<file path="config.mk">
export PLATFORM = sky130hd
export DESIGN_NAME = spi_frame_receiver
export DESIGN_NICKNAME = d
export VERILOG_FILES = /design/src/rtl/spi_frame_receiver.sv
export SDC_FILE = /design/constraint.sdc
export NUM_CORES = 1
export LEC_CHECK = 0
export CORE_ASPECT_RATIO = 1.1
export CORE_MARGIN = 2
export CORE_UTILIZATION = 39
export DETAILED_ROUTE_END_ITERATION = 7
export PLACE_DENSITY = 0.6
export SYNTH_ARGS = -nofsm -noshare
export SYNTH_HDL_FRONTEND = slang
export SYNTH_SLANG_ARGS = --single-unit
</file>
<file path="constraint.sdc">
create_clock -name clk12 -period 4.1 [get_ports clk12]
set_clock_uncertainty 0.05 [all_clocks]
set_input_delay 0.41 -clock clk12 [delete_from_list [all_inputs] [get_ports clk12]]
set_output_delay 0.41 -clock clk12 [all_outputs]
set_load 0.02 [all_outputs]
</file>
<file path="src/rtl/spi_frame_receiver.sv">
// spi_frame_receiver
//   SPI mode-1 (CPOL=0, CPHA=1) slave receiver and RGBW lamp frame parser.
//   The asynchronous SPI pins are oversampled on clk12. Bits are assembled
//   MSB-first into bytes. The 8-byte frame 55 FF CMD C0 C1 C2 C3 CHK is parsed,
//   where CHK = CMD^C0^C1^C2^C3. Accepted frames are presented with a one-cycle
//   strobe.
//
// Parameters
//   TIMEOUT_CYCLES : idle clk12 cycles between bytes of a frame before abort
// Ports
//   clk12         in   system clock
//   reset         in   synchronous, active-high reset
//   sck0          in   SPI clock (async, idles low)
//   mosi          in   SPI data (async)
//   cs            in   chip select, active low (async)
//   rx_byte       out  last completed byte
//   rx_byte_valid out  1-cycle strobe, rx_byte is new
//   frame_cmd     out  CMD byte of the last accepted frame
//   frame_ch0..3  out  C0..C3 of the last accepted frame
//   frame_valid   out  1-cycle strobe, frame outputs just updated
//   frame_err     out  1-cycle strobe, checksum mismatch or inter-byte timeout
module spi_frame_receiver #(
  parameter int TIMEOUT_CYCLES = 4096
) (
  input  logic       clk12,
  input  logic       reset,
  input  logic       sck0,
  input  logic       mosi,
  input  logic       cs,
  output logic [7:0] rx_byte,
  output logic       rx_byte_valid,
  output logic [7:0] frame_cmd,
  output logic [7:0] frame_ch0,
  output logic [7:0] frame_ch1,
  output logic [7:0] frame_ch2,
  output logic [7:0] frame_ch3,
  output logic       frame_valid,
  output logic       frame_err
);

  localparam int TW = $clog2(TIMEOUT_CYCLES + 1);
  localparam logic [TW-1:0] T_MAX = TW'(TIMEOUT_CYCLES);

  typedef enum logic [2:0] {
    S_HUNT,
    S_SYNC,
    S_CMD,
    S_DATA,
    S_CHK
  } state_t;

  // ---------------------------------------------------------------------------
  // Input synchronisers. The third sck stage exists only for edge detection.
  // ---------------------------------------------------------------------------
  logic sck_s1, sck_s2, sck_s3;
  logic mosi_s1, mosi_s2;
  logic cs_s1, cs_s2;

  // NOTE: sequential state is assigned with <= so that every flop samples the
  // values from before the clock edge, whatever the statement order is.
  always_ff @(posedge clk12) begin
    if (reset) begin
      sck_s1  <= 1'b0;
      sck_s2  <= 1'b0;
      sck_s3  <= 1'b0;
      mosi_s1 <= 1'b0;
      mosi_s2 <= 1'b0;
      cs_s1   <= 1'b1;
      cs_s2   <= 1'b1;
    end else begin
      sck_s1  <= sck0;
      sck_s2  <= sck_s1;
      sck_s3  <= sck_s2;
      mosi_s1 <= mosi;
      mosi_s2 <= mosi_s1;
      cs_s1   <= cs;
      cs_s2   <= cs_s1;
    end
  end

  logic sck_fall;
  assign sck_fall = sck_s3 & ~sck_s2 & ~cs_s2;

  // ---------------------------------------------------------------------------
  // Byte assembly. Deasserting cs drops any partial byte without a strobe.
  // ---------------------------------------------------------------------------
  logic [7:0] shift_reg;
  logic [2:0] bit_cnt;

  always_ff @(posedge clk12) begin
    if (reset) begin
      shift_reg     <= '0;
      bit_cnt       <= '0;
      rx_byte       <= '0;
      rx_byte_valid <= 1'b0;
    end else begin
      rx_byte_valid <= 1'b0;
      if (cs_s2) begin
        shift_reg <= '0;
        bit_cnt   <= '0;
      end else if (sck_fall) begin
        shift_reg <= {shift_reg[6:0], mosi_s2};
        bit_cnt   <= bit_cnt + 3'd1;  // wraps to 0 after the 8th bit
        if (bit_cnt == 3'd7) begin
          rx_byte       <= {shift_reg[6:0], mosi_s2};
          rx_byte_valid <= 1'b1;
        end
      end
    end
  end

  // ---------------------------------------------------------------------------
  // Inter-byte idle counter, saturating at TIMEOUT_CYCLES.
  // ---------------------------------------------------------------------------
  logic [TW-1:0] idle_cnt;
  logic          timeout;

  always_ff @(posedge clk12) begin
    if (reset)                 idle_cnt <= '0;
    else if (rx_byte_valid)    idle_cnt <= '0;
    else if (idle_cnt != T_MAX) idle_cnt <= idle_cnt + 1'b1;
  end

  assign timeout = (idle_cnt == T_MAX);

  // ---------------------------------------------------------------------------
  // Frame parser
  // ---------------------------------------------------------------------------
  state_t          state, state_nxt;
  logic [1:0]      idx, idx_nxt;
  logic [7:0]      cmd_sh, cmd_sh_nxt;
  logic [3:0][7:0] ch_sh, ch_sh_nxt;
  logic [3:0][7:0] frame_ch;
  logic            ok_nxt, err_nxt;
  logic [7:0]      chk_sum;

  assign chk_sum = cmd_sh ^ ch_sh[0] ^ ch_sh[1] ^ ch_sh[2] ^ ch_sh[3];

  // NOTE: every variable gets a default before the case so no path leaves one
  // unassigned, which would otherwise infer a latch.
  always_comb begin
    state_nxt  = state;
    idx_nxt    = idx;
    cmd_sh_nxt = cmd_sh;
    ch_sh_nxt  = ch_sh;
    ok_nxt     = 1'b0;
    err_nxt    = 1'b0;
    if (rx_byte_valid) begin
      // A byte arriving in the cycle the timeout expires wins over the timeout.
      case (state)
        S_HUNT: if (rx_byte == 8'h55) state_nxt = S_SYNC;
        S_SYNC: begin
          if (rx_byte == 8'hFF)      state_nxt = S_CMD;
          else if (rx_byte != 8'h55) state_nxt = S_HUNT;
        end
        S_CMD: begin
          cmd_sh_nxt = rx_byte;
          idx_nxt    = 2'd0;
          state_nxt  = S_DATA;
        end
        S_DATA: begin
          ch_sh_nxt[idx] = rx_byte;
          idx_nxt        = idx + 2'd1;
          if (idx == 2'd3) state_nxt = S_CHK;
        end
        S_CHK: begin
          if (rx_byte == chk_sum) ok_nxt  = 1'b1;
          else                    err_nxt = 1'b1;
          state_nxt = S_HUNT;
        end
        default: state_nxt = S_HUNT;
      endcase
    end else if (timeout && state != S_HUNT) begin
      err_nxt   = 1'b1;
      state_nxt = S_HUNT;
    end
  end

  // NOTE: the shadow registers are reset along with the control state so a
  // reset mid-frame can never leak stale channel bytes into a later frame.
  always_ff @(posedge clk12) begin
    if (reset) begin
      state       <= S_HUNT;
      idx         <= '0;
      cmd_sh      <= '0;
      ch_sh       <= '0;
      frame_cmd   <= '0;
      frame_ch    <= '0;
      frame_valid <= 1'b0;
      frame_err   <= 1'b0;
    end else begin
      state       <= state_nxt;
      idx         <= idx_nxt;
      cmd_sh      <= cmd_sh_nxt;
      ch_sh       <= ch_sh_nxt;
      frame_valid <= ok_nxt;
      frame_err   <= err_nxt;
      if (ok_nxt) begin
        frame_cmd <= cmd_sh;
        frame_ch  <= ch_sh;
      end
    end
  end

  assign frame_ch0 = frame_ch[0];
  assign frame_ch1 = frame_ch[1];
  assign frame_ch2 = frame_ch[2];
  assign frame_ch3 = frame_ch[3];

endmodule

</file>
# Word level (Yosys, flattened, before mapping)
# Cells that the tools add are included.
word_totals:
  regBits: 126
  output_inout_bits: 51
  n_memories: 0
  in_bits: 5
  ram_bits: 0
  mem_bits_ro: 0
  latch_bits: 0
classes:
  mux: 19
  add_sub_neg: 3
  n_eq_ne: 15
  multipliers: 0
  n_reduce_logical: 14
  shifts: 0
  div_mod_pow: 0
  order_cmp: 2
  n_bitwise: 9
ops:
  columns: ["op", "count"]
  rows:
  - ["bitwise mux 32 bit", 1]
  - ["bitwise XOR 8 bit", 4]
  - ["2-to-1 mux 3 bit", 6]
  - ["demux 8 bit (select 2 bit)", 1]
  - ["adder 13 x 1 -> 13 bit, second input constant", 1]
  - ["equality test 13 bit, second input constant", 1]
  - ["!= test 13 bit, second input constant", 1]
  - ["case mux 3 bit (4 select lines)", 1]
  - ["equality test 8 x 7 -> 1 bit, second input constant", 1]
  - ["equality test 8 bit", 1]
  - ["equality test 8 bit, second input constant", 1]
  - ["2-to-1 mux 1 bit", 8]
  - ["2-to-1 mux 8 bit", 1]
  - ["!= test 8 x 7 -> 1 bit, second input constant", 1]
  - ["equality test 3 x 2 -> 1 bit, second input constant", 2]
  - ["equality test 3 bit, second input constant", 2]
  - ["!= test 3 bit, second input constant", 2]
  - ["AND reduction 2 bit", 3]
  - ["!= test 4 bit, second input constant", 1]
  - ["case mux 2 bit (2 select lines)", 1]
  - ["AND reduction 4 bit", 1]
  - ["nonzero test 2 bit", 2]
  - ["OR reduction 2 bit", 2]
  - ["adder 3 x 1 -> 3 bit, second input constant", 1]
  - ["other kinds (12)", 16]

# Longest topological paths before layout
logic_depth:
  depth_word: 8
  depth_mapped: 8
  depth_no_buf: 7

# Worst setup path after synthesis
# No wires, ideal clock.
synth_path:
  path_type: "register -> register"
  from: "register rx_byte[0]"
  to: "register frame_ch, in the netlist frame_ch0[3]"
  period_less_slack_ns: 1.968
  setup_time_ns: 0.134
  setup_slack_ns: 2.132
  t_arrival_ns: 1.784
  required_ns: 3.916
  stages_incl_launch_ff: 9
  n_path_buf: 3
  path_cell_list: "dfxtp_1 > buf_6 > xor2_1 > xnor3_2 > and4_1 > buf_2 > buf_6 > nand4_1 > a21oi_1"
synth_between:
  elab_chain_len: 4
synth_rtl:
  columns: ["item", "line_no", "rtl"]
  rows:
  - ["start: declaration", "30", "output logic [7:0] rx_byte,"]
  - ["start signal: assignment", "105", "rx_byte <= {shift_reg[6:0], mosi_s2};"]
  - ["equality test 8 bit", "167", "if (rx_byte == chk_sum) ok_nxt = 1'b1;"]
  - ["2-to-1 mux 1 bit", "167", null]
  - ["2-to-1 mux 1 bit", "150", "case (state)"]
  - ["2-to-1 mux 1 bit", "148", "if (rx_byte_valid) begin"]
  - ["end signal: assignment", "200", "frame_ch <= ch_sh;"]
  - ["end: declaration", "133", "logic [3:0][7:0] frame_ch;"]
# Every way passes these cells.
# A chain may end at the register's enable or synchronous reset.

# Worst setup path in the final report
layout_path:
  from: "register rx_byte[0]"
  to: "register frame_cmd[3]"
layout_between:
  elab_chain_len: 4
layout_rtl:
  columns: ["item", "line_no", "rtl"]
  rows:
  - ["equality test 8 bit", "167", null]
  - ["2-to-1 mux 1 bit", "167", null]
  - ["2-to-1 mux 1 bit", "150", null]
  - ["2-to-1 mux 1 bit", "148", null]
  - ["end signal: assignment", "199", "frame_cmd <= cmd_sh;"]
  - ["end: declaration", "32", "output logic [7:0] frame_cmd,"]
# Every way passes these cells.

==> results.json <==
{
  "status": "completed",
  "fmax_mhz": 353,
  "htreeDepth": 4,
  "cts_sinks": 126,
  "synth-main-ff-cell": "dfxtp_1",
  "wl_microns": 13800,
  "dp_hpwl_microns": 9170,
  "hold_end": "cs_s2",
  "fp.dieW_microns": 121,
  "cp.depth": 5,
  "synth.distinct_cells": 40,
  "cpPeakStageDelay_ns": 0.70,
  "powerDensity_nw_per_um2": 392,
  "rr_startpoint": "rx_byte[0]",
  "arrival_ns": 3.05,
  "yosys.area.top_type": "dfxtp_1",
  "clk_path_buf_depth": 2,
  "largest_reg_flops": 32,
  "reg2reg_slack_ns": 1.27,
  "hold_depth": 1,
  "grt_pass1_wl_microns": 22800,
  "cp_slowest_cell": "nand4_4",
  "crit_path_start_kind": "flop",
  "tightest_slew_ns": 1.23,
  "path_class": "flop to flop",
  "nNetsFinal": 653,
  "path_buf_inv": 0,
  "synth-seq-cells": 126,
  "dieArea_sq_um": 16200,
  "mostFrequentLayoutCell": "dfxtp_1",
  "path_delay_family": "compound AO/OA/AOI/OAI gates",
  "synthCells": 625,
  "io_buffers": 55,
  "slew_violations": 0,
  "cts_resized": 0,
  "root_buffer": "clkbuf_16",
  "firstDrtPassIters": 5,
  "syn_area_per_cell_sq_um": 9.46,
  "grt_pass1_vias": 4528,
  "final-hold-violation-count": 0,
  "drv_cap": 0,
  "syn_area_sq_um": 5910,
  "final_cell_mix": "dfxtp_1, a21oi_1, nand2_1, clkdlybuf4s50_1, nand4_1",
  "ant_nets": 0,
  "period_share": 0.691,
  "worstHoldStart": "cs_s1",
  "relSlewSlack": 0.182,
  "final.setup.tns_ns": 0,
  "syn2layout_area_growth_pct": 18.4,
  "hold_class": "flop to flop",
  "antenna_found_initial": 0,
  "finalSetupViolCount": 0,
  "synthXorXnorAreaFrac": 0.0842,
  "cts_setup_buffers": 0,
  "initial_core_util": 0.396,
  "hold_buffers": 0,
  "seq_area_frac_synth": 0.427,
  "routed_via_density": 5.45,
  "leakage_nw": 2.24,
  "cts_buffers": 17,
  "overflow": 0,
  "grt_max_degree": 65,
  "dp_worst_setup_slack_ns": 1.23,
  "die_y_microns": 133,
  "drtIter0Drc": 301,
  "io_pins": 56,
  "synth-compound-area-share": 0.193,
  "synth-simple-area-share": 0.193,
  "num_vias": 4627,
  "vdd_drop_max_v": 0.000212,
  "post_drt_wl_per_cell_microns": 16.2,
  "timing.rr.end": "frame_cmd[3]",
  "gp_congestion": 0.821,
  "fin_ws_ns": 1.27,
  "synth_area_leaders": "dfxtp_1, o41ai_2, a21oi_1, nand2_1, nand4_1",
  "synth.mux.area_fraction": 0.0186,
  "largestRegisters": "ch_sh: 32 flops, idle_cnt: 13 flops",
  "reg2reg_depth": 5,
  "synth_nets": 638,
  "cts_tree": "done",
  "synth_warnings": 0,
  "synth_top_family_by_area": "compound AO/OA/AOI/OAI gates",
  "fin_crit_ns": 2.83,
  "holdWs_ns": 0.359,
  "rsz0062_at_grt": "false",
  "async_reset_ff_frac": 0,
  "crit_fanout": 41,
  "core_area_sq_um": 14900,
  "synthAdderAreaFrac": 0.0169,
  "crit_path_cell_trace": "xor2_1 -> xnor3_2 -> nand4_4 -> o41ai_2 -> a21oi_1",
  "synth_edf_count": 0,
  "rows": 47,
  "grtUsageTotal": 0.178,
  "synth_top_area_frac": 0.427,
  "diodes": 0,
  "insertion_delay_ns": 0.42,
  "regMostFlops": "ch_sh",
  "critPathCaptureType": "flop",
  "required_ns": 4.32,
  "drive_above_1_share": 0.144,
  "drt_drc_violations_left": 0,
  "clkTransAtPathRegs_ns": 0.06
}
## synth_stat cells (3+ instances only)
library cell,n
a21oi_1,94
and3_1,4
and4_1,4
buf_2,20
buf_4,4
buf_6,11
clkbuf_1,30
dfxtp_1,126
ha_1,8
inv_1,5
mux2i_1,11
nand2_1,79
nand3_1,35
nand4_1,45
nor2_1,29
nor2b_1,6
nor4b_1,3
o21ai_0,3
o41ai_2,39
or2_2,5
xnor2_1,22
xnor3_1,6
xor2_1,14
## cell type report
type / count / area [sq um]
Sequential cell: 126 / 2520
Timing Repair Buffer: 64 / 626
Fill cell: 1387 / 7940
Clock inverter: 10 / 113
Multi-Input combinational cell: 426 / 3000
Clock buffer: 22 / 474
Inverter: 5 / 18.8
Tap cell: 196 / 245
## metal layers
layer  track usage  routed length, microns  up-vias
met5             0                       0        -
met4        0.0670                     271        0
met3        0.0479                     715       24
met2         0.290                    6710      108
met1         0.226                    6080     2220
li1              -                       -     2275
## how the worst max path moves through the flow
stage | startpoint | end | slack (ns)
2_1_floorplan | rx_byte[0] | frame_ch0[3] | 2.13
3_3_place_gp | rx_byte[0] | frame_ch0[3] | 1.26
3_5_place_dp | rx_byte[0] | frame_ch0[3] | 1.23
4_1_cts | rx_byte[0] | frame_ch1[2] | 1.19
5_1_grt | rx_byte[0] | frame_ch0[3] | 1.07
6_report | rx_byte[0] | frame_cmd[3] | 1.27
## logic make-up (layout without fill, tap and decap cells)
kind of cell             count (synthesis)  in the layout
AO/OA/AOI/OAI                          139            139
XOR/XNOR                                44             44
adder cells (fa/ha/maj)                  8              8
buffers and inverters                   73            101
flip-flops                             126            126
multiplexers                            11             11
AND/OR/NAND/NOR                        224            224
## where the power goes
group | total (mW) | switching, mW | leakage (nW) | internal (mW)
clock | 1.48 | 0.536 | 0.286 | 0.939
combinational | 0.0359 | 0.0238 | 0.940 | 0.0121
sequential | 1.23 | 0.00337 | 1.02 | 1.23
## per-stage QoR
stage,power [mW],utilization,instances,instance area [sq um]
5_1_grt,2.83,0.469,849,7000
3_3_place_gp,1.30,0.429,817,6410
4_1_cts,2.77,0.469,849,7000
3_5_place_dp,1.30,0.429,817,6410
6_report,2.75,0.469,849,7000
2_1_floorplan,1.29,-,625,5910
Note: power is estimated with default switching activity, not from simulation.
